**src/rtl/pipeline_pkg.sv**
```systemverilog
// Shared pipeline definitions: datapath width, major-opcode constants and
// the write-back stage state encoding.
package pipeline_pkg;

    localparam int XLEN = 32;

    // Major opcode field, instruction bits [6:2]
    localparam logic [4:0] OP_R      = 5'b01100;
    localparam logic [4:0] OP_I      = 5'b00100;
    localparam logic [4:0] OP_LOAD   = 5'b00000;
    localparam logic [4:0] OP_STORE  = 5'b01000;
    localparam logic [4:0] OP_BRANCH = 5'b11000;
    localparam logic [4:0] OP_MAC    = 5'b11111;

    typedef enum logic [1:0] {
        IDLE = 2'd0,
        MUL  = 2'd1,
        DONE = 2'd2
    } wb_state_t;

    function automatic logic is_mac_opcode(input logic [4:0] opc);
        return opc == OP_MAC;
    endfunction

    function automatic logic opcode_writes_rd(input logic [4:0] opc);
        return (opc == OP_R) || (opc == OP_I) || (opc == OP_LOAD) || (opc == OP_MAC);
    endfunction

endpackage

```
**src/rtl/mac_seq_mult.sv**
```systemverilog
// Sequential shift-add multiply-accumulate: one multiplier bit per cycle,
// XLEN steps after start; result is valid in the cycle done is high.
module mac_seq_mult #(
    parameter int XLEN = 32
) (
    input  logic            clk,
    input  logic            reset,
    input  logic            start,
    input  logic [XLEN-1:0] a,
    input  logic [XLEN-1:0] b,
    input  logic [XLEN-1:0] acc,
    output logic            done,
    output logic [XLEN-1:0] result
);

    localparam int CW = $clog2(XLEN) + 1;
    localparam logic [CW-1:0] LAST_STEP = CW'(XLEN - 1);

    logic [XLEN-1:0] mcand_q;
    logic [XLEN-1:0] mplier_q;
    logic [XLEN-1:0] prod_q;
    logic [XLEN-1:0] acc_q;
    logic [CW-1:0]   cnt_q;
    logic            running_q;
    logic [XLEN-1:0] prod_d;

    // done fires on the final step so the parent can register the sum directly
    always_comb begin
        prod_d = mplier_q[0] ? (prod_q + mcand_q) : prod_q;
        done   = running_q && (cnt_q == LAST_STEP);
        result = prod_d + acc_q;
    end

    always_ff @(posedge clk or posedge reset) begin
        if (reset) begin
            mcand_q   <= '0;
            mplier_q  <= '0;
            prod_q    <= '0;
            acc_q     <= '0;
            cnt_q     <= '0;
            running_q <= 1'b0;
        end else if (start) begin
            mcand_q   <= a;
            mplier_q  <= b;
            prod_q    <= '0;
            acc_q     <= acc;
            cnt_q     <= '0;
            running_q <= 1'b1;
        end else if (running_q) begin
            prod_q    <= prod_d;
            mcand_q   <= mcand_q << 1;
            mplier_q  <= mplier_q >> 1;
            cnt_q     <= cnt_q + 1'b1;
            running_q <= !done;
        end
    end

endmodule

```
**src/rtl/writeback_stage.sv**
```systemverilog
// Final pipeline stage: MEM/WB register, write-back mux and the multi-cycle
// MAC sequencer driving the register-file write port.
module writeback_stage #(
    parameter int XLEN        = 32,
    parameter bit SUPPRESS_X0 = 1'b1
) (
    input  logic            clk,
    input  logic            reset,
    input  logic            in_valid,
    input  logic            memtoreg,
    input  logic            regwrite_in,
    input  logic            mac_in,
    input  logic [4:0]      write_reg_in,
    input  logic [XLEN-1:0] alu_result,
    input  logic [XLEN-1:0] mem_data,
    input  logic [XLEN-1:0] mac_a,
    input  logic [XLEN-1:0] mac_b,
    input  logic [XLEN-1:0] mac_acc,
    output logic            regwrite,
    output logic [4:0]      write_reg,
    output logic [XLEN-1:0] writetoreg,
    output logic            stall_signal,
    output logic            busy
);

    import pipeline_pkg::*;

    wb_state_t       state_q, state_d;
    logic            regwrite_q, regwrite_d;
    logic [4:0]      write_reg_q, write_reg_d;
    logic [XLEN-1:0] writetoreg_q, writetoreg_d;
    logic [4:0]      mac_rd_q, mac_rd_d;

    logic            accept;
    logic            mac_start;
    logic            mult_done;
    logic [XLEN-1:0] mult_result;

    function automatic logic rf_write_ok(input logic [4:0] idx);
        return !(SUPPRESS_X0 && (idx == 5'd0));
    endfunction

    assign accept    = in_valid && (state_q != MUL);
    assign mac_start = accept && mac_in;

    mac_seq_mult #(
        .XLEN(XLEN)
    ) u_mult (
        .clk   (clk),
        .reset (reset),
        .start (mac_start),
        .a     (mac_a),
        .b     (mac_b),
        .acc   (mac_acc),
        .done  (mult_done),
        .result(mult_result)
    );

    always_comb begin
        state_d      = state_q;
        regwrite_d   = 1'b0;
        write_reg_d  = write_reg_q;
        writetoreg_d = writetoreg_q;
        mac_rd_d     = mac_rd_q;
        case (state_q)
            MUL: begin
                if (mult_done) begin
                    state_d      = DONE;
                    regwrite_d   = rf_write_ok(mac_rd_q);
                    write_reg_d  = mac_rd_q;
                    writetoreg_d = mult_result;
                end
            end
            default: begin
                // IDLE and DONE both accept; DONE falls back to IDLE when nothing arrives
                state_d = IDLE;
                if (accept) begin
                    if (mac_in) begin
                        state_d  = MUL;
                        mac_rd_d = write_reg_in;
                    end else begin
                        regwrite_d   = regwrite_in && rf_write_ok(write_reg_in);
                        write_reg_d  = write_reg_in;
                        writetoreg_d = memtoreg ? mem_data : alu_result;
                    end
                end
            end
        endcase
    end

    always_ff @(posedge clk or posedge reset) begin
        if (reset) begin
            state_q      <= IDLE;
            regwrite_q   <= 1'b0;
            write_reg_q  <= '0;
            writetoreg_q <= '0;
            mac_rd_q     <= '0;
        end else begin
            state_q      <= state_d;
            regwrite_q   <= regwrite_d;
            write_reg_q  <= write_reg_d;
            writetoreg_q <= writetoreg_d;
            mac_rd_q     <= mac_rd_d;
        end
    end

    assign regwrite     = regwrite_q;
    assign write_reg    = write_reg_q;
    assign writetoreg   = writetoreg_q;
    assign stall_signal = (state_q == MUL);
    assign busy         = (state_q != IDLE);

endmodule

```
**config.mk**
```make
export PLATFORM = sky130hd
export DESIGN_NAME = writeback_stage
export DESIGN_NICKNAME = d
export VERILOG_FILES = /design/src/rtl/pipeline_pkg.sv /design/src/rtl/mac_seq_mult.sv /design/src/rtl/writeback_stage.sv
export SDC_FILE = /design/constraint.sdc
export NUM_CORES = 1
export LEC_CHECK = 0
export ABC_AREA = 1
export BUFFER_PORTS_ARGS = -buffer_cell sky130_fd_sc_hd__buf_4
export CORE_MARGIN = 4
export CORE_UTILIZATION = 53
export CTS_CLUSTER_SIZE = 12
export DETAILED_ROUTE_END_ITERATION = 6
export PLACE_DENSITY = 0.79
export SLEW_MARGIN = 20
export SYNTH_ARGS = -nofsm -noshare
export SYNTH_HDL_FRONTEND = slang
export SYNTH_SLANG_ARGS = --single-unit
```
**constraint.sdc**
```tcl
create_clock -name clk -period 7.1 [get_ports clk]
set_input_delay 0.355 -clock clk [delete_from_list [all_inputs] [get_ports clk]]
set_output_delay 0.355 -clock clk [all_outputs]
set_load 0.02 [all_outputs]
```
* Word level (Yosys, flattened, before mapping) *
Cells that the tools add are included.

storage, ports and cells
  bits in registers = 180
  bits of input ports = 171
  output and inout port bits = 40

cells by class
  add/subtract/negate cells = 3
  eq/ne operators = 5
  muxes and demuxes = 28
  bitwise operators = 1
  reduce and logical (&&, ||, !) cells = 14

operators by type and width
  kind                                                                   number
  32-bit two-way mux                                                     12
  32-bit adder                                                           2
  5-bit two-way mux                                                      4
  6-bit two-way mux                                                      2
  5-bit zero test                                                        2
  1-bit two-way mux                                                      8
  6-bit by 1-bit adder with 6-bit output, second input constant          1
  6-bit by 5-bit equality test with 1-bit output, second input constant  1
  2-bit by 1-bit != test with 1-bit output, second input constant        3
  3-bit AND reduction                                                    2
  2-bit nonzero test                                                     3
  1-bit logical AND                                                      4
  2-bit two-way mux                                                      2
  1-bit zero test                                                        3
  2-bit by 1-bit equality test with 1-bit output, second input constant  1
  1-bit inverter                                                         1

* Logic depth before layout (Yosys ltp) *
  depth in word-level cells = 6
  gate-level depth with buffers = 25
  mapped depth without buffers = 25

* By module *
A second synthesis with hierarchy kept.

second synthesis, totals
  cells, all modules = 1,789
  area, all modules = 12,604.6 um2

by module, submodules not included
  module           times used  cells each  area an instance (um2)
  mac_seq_mult     1           1,333       9,744.3
  writeback_stage  1           456         2,860.2

* Worst setup path before layout *
No wires, ideal clock.

  kind = register to register
  start = register u_mult.prod_q[0]
  end = register writetoreg_q[25], in the netlist writetoreg[25]
  arrival time = 3.301 ns
  required time = 6.974 ns
  slack = 3.673 ns
  stages on the path, launching flop included = 24
  cell sequence = dfrtp_1 > ha_1 > inv_1 > fa_1 > inv_1 > nand2_1 > o21ai_2 > nand2_1 > nand2_1 > a21oi_2 > o21ai_2 > nand2_1 > nand2_1 > xor2_1 > o21ai_2 > ha_1 > nand2_1 > o21ai_0 > a21oi_1 > or2_2 > nand4_1 > a21oi_1 > o21ai_0 > a21oi_1

on the way
  cells in the longest elaborated chain, start to end = 5

ends and longest elaborated chain
  what                    line                    source
  start, declared         mac_seq_mult.sv:21      logic [XLEN-1:0] prod_q;
  start signal, assigned  mac_seq_mult.sv:50      prod_q <= prod_d;
  32-bit adder            mac_seq_mult.sv:29      prod_d = mplier_q[0] ? (prod_q + mcand_q) : prod_q;
  32-bit two-way mux (*)  mac_seq_mult.sv:29
  32-bit adder (*)        mac_seq_mult.sv:31      result = prod_d + acc_q;
  32-bit two-way mux (*)  writeback_stage.sv:67   if (mult_done) begin
  32-bit two-way mux (*)  writeback_stage.sv:65   case (state_q)
  end signal, assigned    writeback_stage.sv:102  writetoreg_q <= writetoreg_d;
  end, declared           writeback_stage.sv:31   logic [XLEN-1:0] writetoreg_q, writetoreg_d;

Every way passes the cells marked *; elsewhere a longest branch is shown, timed or not. The select of a mux whose other input is x is not followed.
A chain may end at the register's enable or synchronous reset.

* Worst setup path in the final report *
  start = register u_mult.prod_q[0]
  end = register writetoreg_q[24], in the netlist writetoreg[24]

The elaborated chain is that of the path after synthesis.

==> impl_results.md <==
* Initial cell density of the core at 0.540
* Asr flop ratio synth at 1.00
* PostCTS Resize Cnt at 0
* Launch point of the worst path: u_mult.prod_q[0]$_DFFE_PP0P_
* Post-Syn Nets at 1847
* Synthesized-area fraction occupied by adder cells at 0.0733
* CP Max Fanout at 5
* Drt pass-1 iters at 7
* Number of global-route vias before repair at 11100
* Total GRT Usage at 0.269
* Design area at between 10000 and 15000 sq um
* Max Cap Viol at 0
* Global-route wire length before repair at 54000 microns
* Top-count cell post-synth: nand2_1
* Pwr/cell area at just under 500 nW/um^2
* Number of enable flip-flop cells after synthesis at 0
* Slew Limit Headroom at 0.326
* Share of the synthesized area in the top cell type at 0.381
* Final setup violation count at 0
* Required @ worst endpoint at 7.39 ns
* Xor/xnor cell area share of the yosys netlist at 0.0245
* Syn Std Cell Area at 11800 sq um
* Met1 Wirelength at 14800 microns
* Outcome: completed
* DRT iter0 DRCs at about 900
* Startpoint types: flop
* Fmax at 248 MHz
* Worst-path clk slew at 0.08 ns
* Reg-to-reg slack, setup at 3.07 ns
* RR Startpoint: u_mult.prod_q[0]$_DFFE_PP0P_
* Synth top area cells: dfrtp_1, nand2_1, ha_1
* Met3 Wirelength at 1620 microns
* Final WL at 33900 microns
* Average size of a mapped cell at 7.35 sq um
* Hold-fix buffers, CTS at 1
* # diodes at 0
* Hold depth at 3
* Most common flop cell mapped by yosys: dfrtp_1
* Max H-tree Level at 4
* Synthesis-stage register bit count at 180
* Clock Sinks at 180
* Layout Nets at 2023
* Final Hold Fails at 0
* RePlAce Congestion at roughly 0.99
* CP endpoint: writetoreg[24]$_DFFE_PP0P_
* Synth Area in Compound Gates at 0.197
* Fillers at roughly 2000
* Top Ports at 211
* Setup_tns at 0 ns
* Class of the worst hold path: primary input to flop
* Cells after Synth at around 1600
* Final period utilization at 0.568
* Mux contribution to synthesized area at 0
* WHS at 0.0993 ns
* Max layer used: met4
* Share of layout cells above drive strength 1 at 0.166
* Max-slew violations at 0
* P_leak at 7.15 nW
* Chip width at 157 microns
* Placed cell area at roughly 14000 sq um
* IO Port Bufs at 210
* Largest family of logic cells by synthesized area: simple AND/OR/NAND/NOR gates
* Final worst path period need at 4.03 ns
* Reg2reg end: writetoreg[24]$_DFFE_PP0P_
* Worst Tran Pin Value at roughly 1.0 ns
* Antenna violations before repair at 0
* Residual DRC count at 0
* Clock skew at 0.0151 ns
* VDD IR max at 0.258 mV
* RSZ-0062 raised after global routing: false
* DIE HEIGHT at 157 microns
* Worst r2r path cells at 23
* Yosys top cell by area: dfrtp_1
* Area share of and/or/nand/nor cells after synthesis at 0.242
* Root Driver: clkbuf_16
* WL/cell at 16.3 microns
* Worst-Skew Late Latency at 0.44 ns
* Placement row count at 54
* CTS Buf Count at 17
* CTS tree: yes
* Pwr Total at 6.96 mW
* Warnings from Yosys at 0
* Grt total ovfl at 0
* CP Capture Type: flop
* CP arrival at 4.32 ns
* Largest net degree at the start of global routing at 97
* Final ANT Viol Nets at 0
* Die ar. at 24800 sq um
* Register area share after synthesis at 0.381
* Vias at 11500
* Core Box Area at about 22000 sq um
* CTS max path bufs at 2
* Post-CTS Repair Setup Buffers at 0
* Hpwl dp at 25400 microns
* Met2 wire length at 16300 microns
* Utilization after layout at 0.648
* Distinct cells, synth at 50
* Vias per cell at approximately 5.5
* Synth top cells by count: nand2_1, dfrtp_1, inv_1
* Area growth, synth to finish at 20.0%
* Crit Path Category: flop to flop
## per-layer routing
metal | global-route usage | vias to the layer above
met2 | 0.446 | 357
met3 | 0.0371 | 63
met1 | 0.361 | 5372
li1 | - | 5691
met4 | 0.0975 | 0
met5 | 0 | -
## critical path, cell delays in order, from the launching register on
cell	delay (ns)
dfrtp_1	0.36
ha_1	0.20
inv_1	0.06
fa_1	0.38
inv_1	0.09
nand2_1	0.08
o21ai_2	0.19
nand2_1	0.07
nand2_1	0.14
a21oi_2	0.10
o21ai_2	0.17
nand2_1	0.07
nand2_1	0.07
xor2_1	0.19
o21ai_2	0.08
ha_1	0.40
nand4_1	0.16
inv_1	0.06
a21oi_1	0.19
nand3_1	0.23
nand2_1	0.11
nand3_1	0.08
o21ai_0	0.27
a31oi_1	0.12
## cells by family after synthesis
kind of cell | Yosys count
adders and majority gates | 68
DFF | 180
AOI/OAI and AO/OA | 373
xor gates and xnor gates | 33
and+or+nand+nor | 706
buffers and inverters | 248
## cell type report
type                       instances  area (sq um)  area share
multi-input combinational       1180          6350       0.448
sequential                       180          4500       0.318
timing repair buffer             219          1650       0.116
inverter                         186           703      0.0496
clock buffer                      17           425      0.0300
tap                              280           350      0.0247
clock inverter                    15           201      0.0142
## stage by stage
step,cells,setup slack [ns]
finish,2077,3.07
global route,2077,2.72
CTS,2077,3.08
detailed placement,2044,3.12
global placement,2044,3.18
floorplan,1608,1.86
## power breakdown
group | switching [mW] | leakage (nW) | internal (mW)
Combinational | 2.68 | 4.61 | 1.50
Clock | 0.492 | 0.300 | 0.514
Sequential | 0.300 | 2.24 | 1.48
Total | 3.47 | 7.15 | 3.49
## placed cells by master, fill, tap and decap left out, types with 10 or more instances in the layout
cell type | netlist | routed
a31oi_1 | 26 | 26
o221ai_1 | 56 | 56
a21oi_1 | 111 | 111
nor2_1 | 139 | 139
dfrtp_1 | 180 | 180
nand3_1 | 49 | 49
nand2_1 | 465 | 463
clkbuf_16 | 0 | 17
nand4_1 | 11 | 11
ha_1 | 66 | 66
o21bai_1 | 13 | 13
inv_1 | 178 | 175
buf_4 | 3 | 218
a22o_1 | 10 | 10
xnor2_1 | 13 | 13
xor2_1 | 20 | 20
nor3_1 | 12 | 12
o21ai_0 | 101 | 101
## worst min path at each step
stage | start | endpoint | slack, ns
3_3_place_gp | reset | mac_rd_q[4]$_DFFE_PP0P_ | 0.46
6_report | mac_acc[1] | u_mult.acc_q[1]$_DFFE_PP0P_ | 0.1
3_5_place_dp | reset | write_reg[4]$_DFFE_PP0P_ | 0.47
5_1_grt | mac_acc[25] | u_mult.acc_q[25]$_DFFE_PP0P_ | 0.11
2_1_floorplan | u_mult.acc_q[0]$_DFFE_PP0P_ | u_mult.acc_q[0]$_DFFE_PP0P_ | 0.45
4_1_cts | mac_acc[1] | u_mult.acc_q[1]$_DFFE_PP0P_ | 0.09
Note: power is estimated with default switching activity, not from simulation.
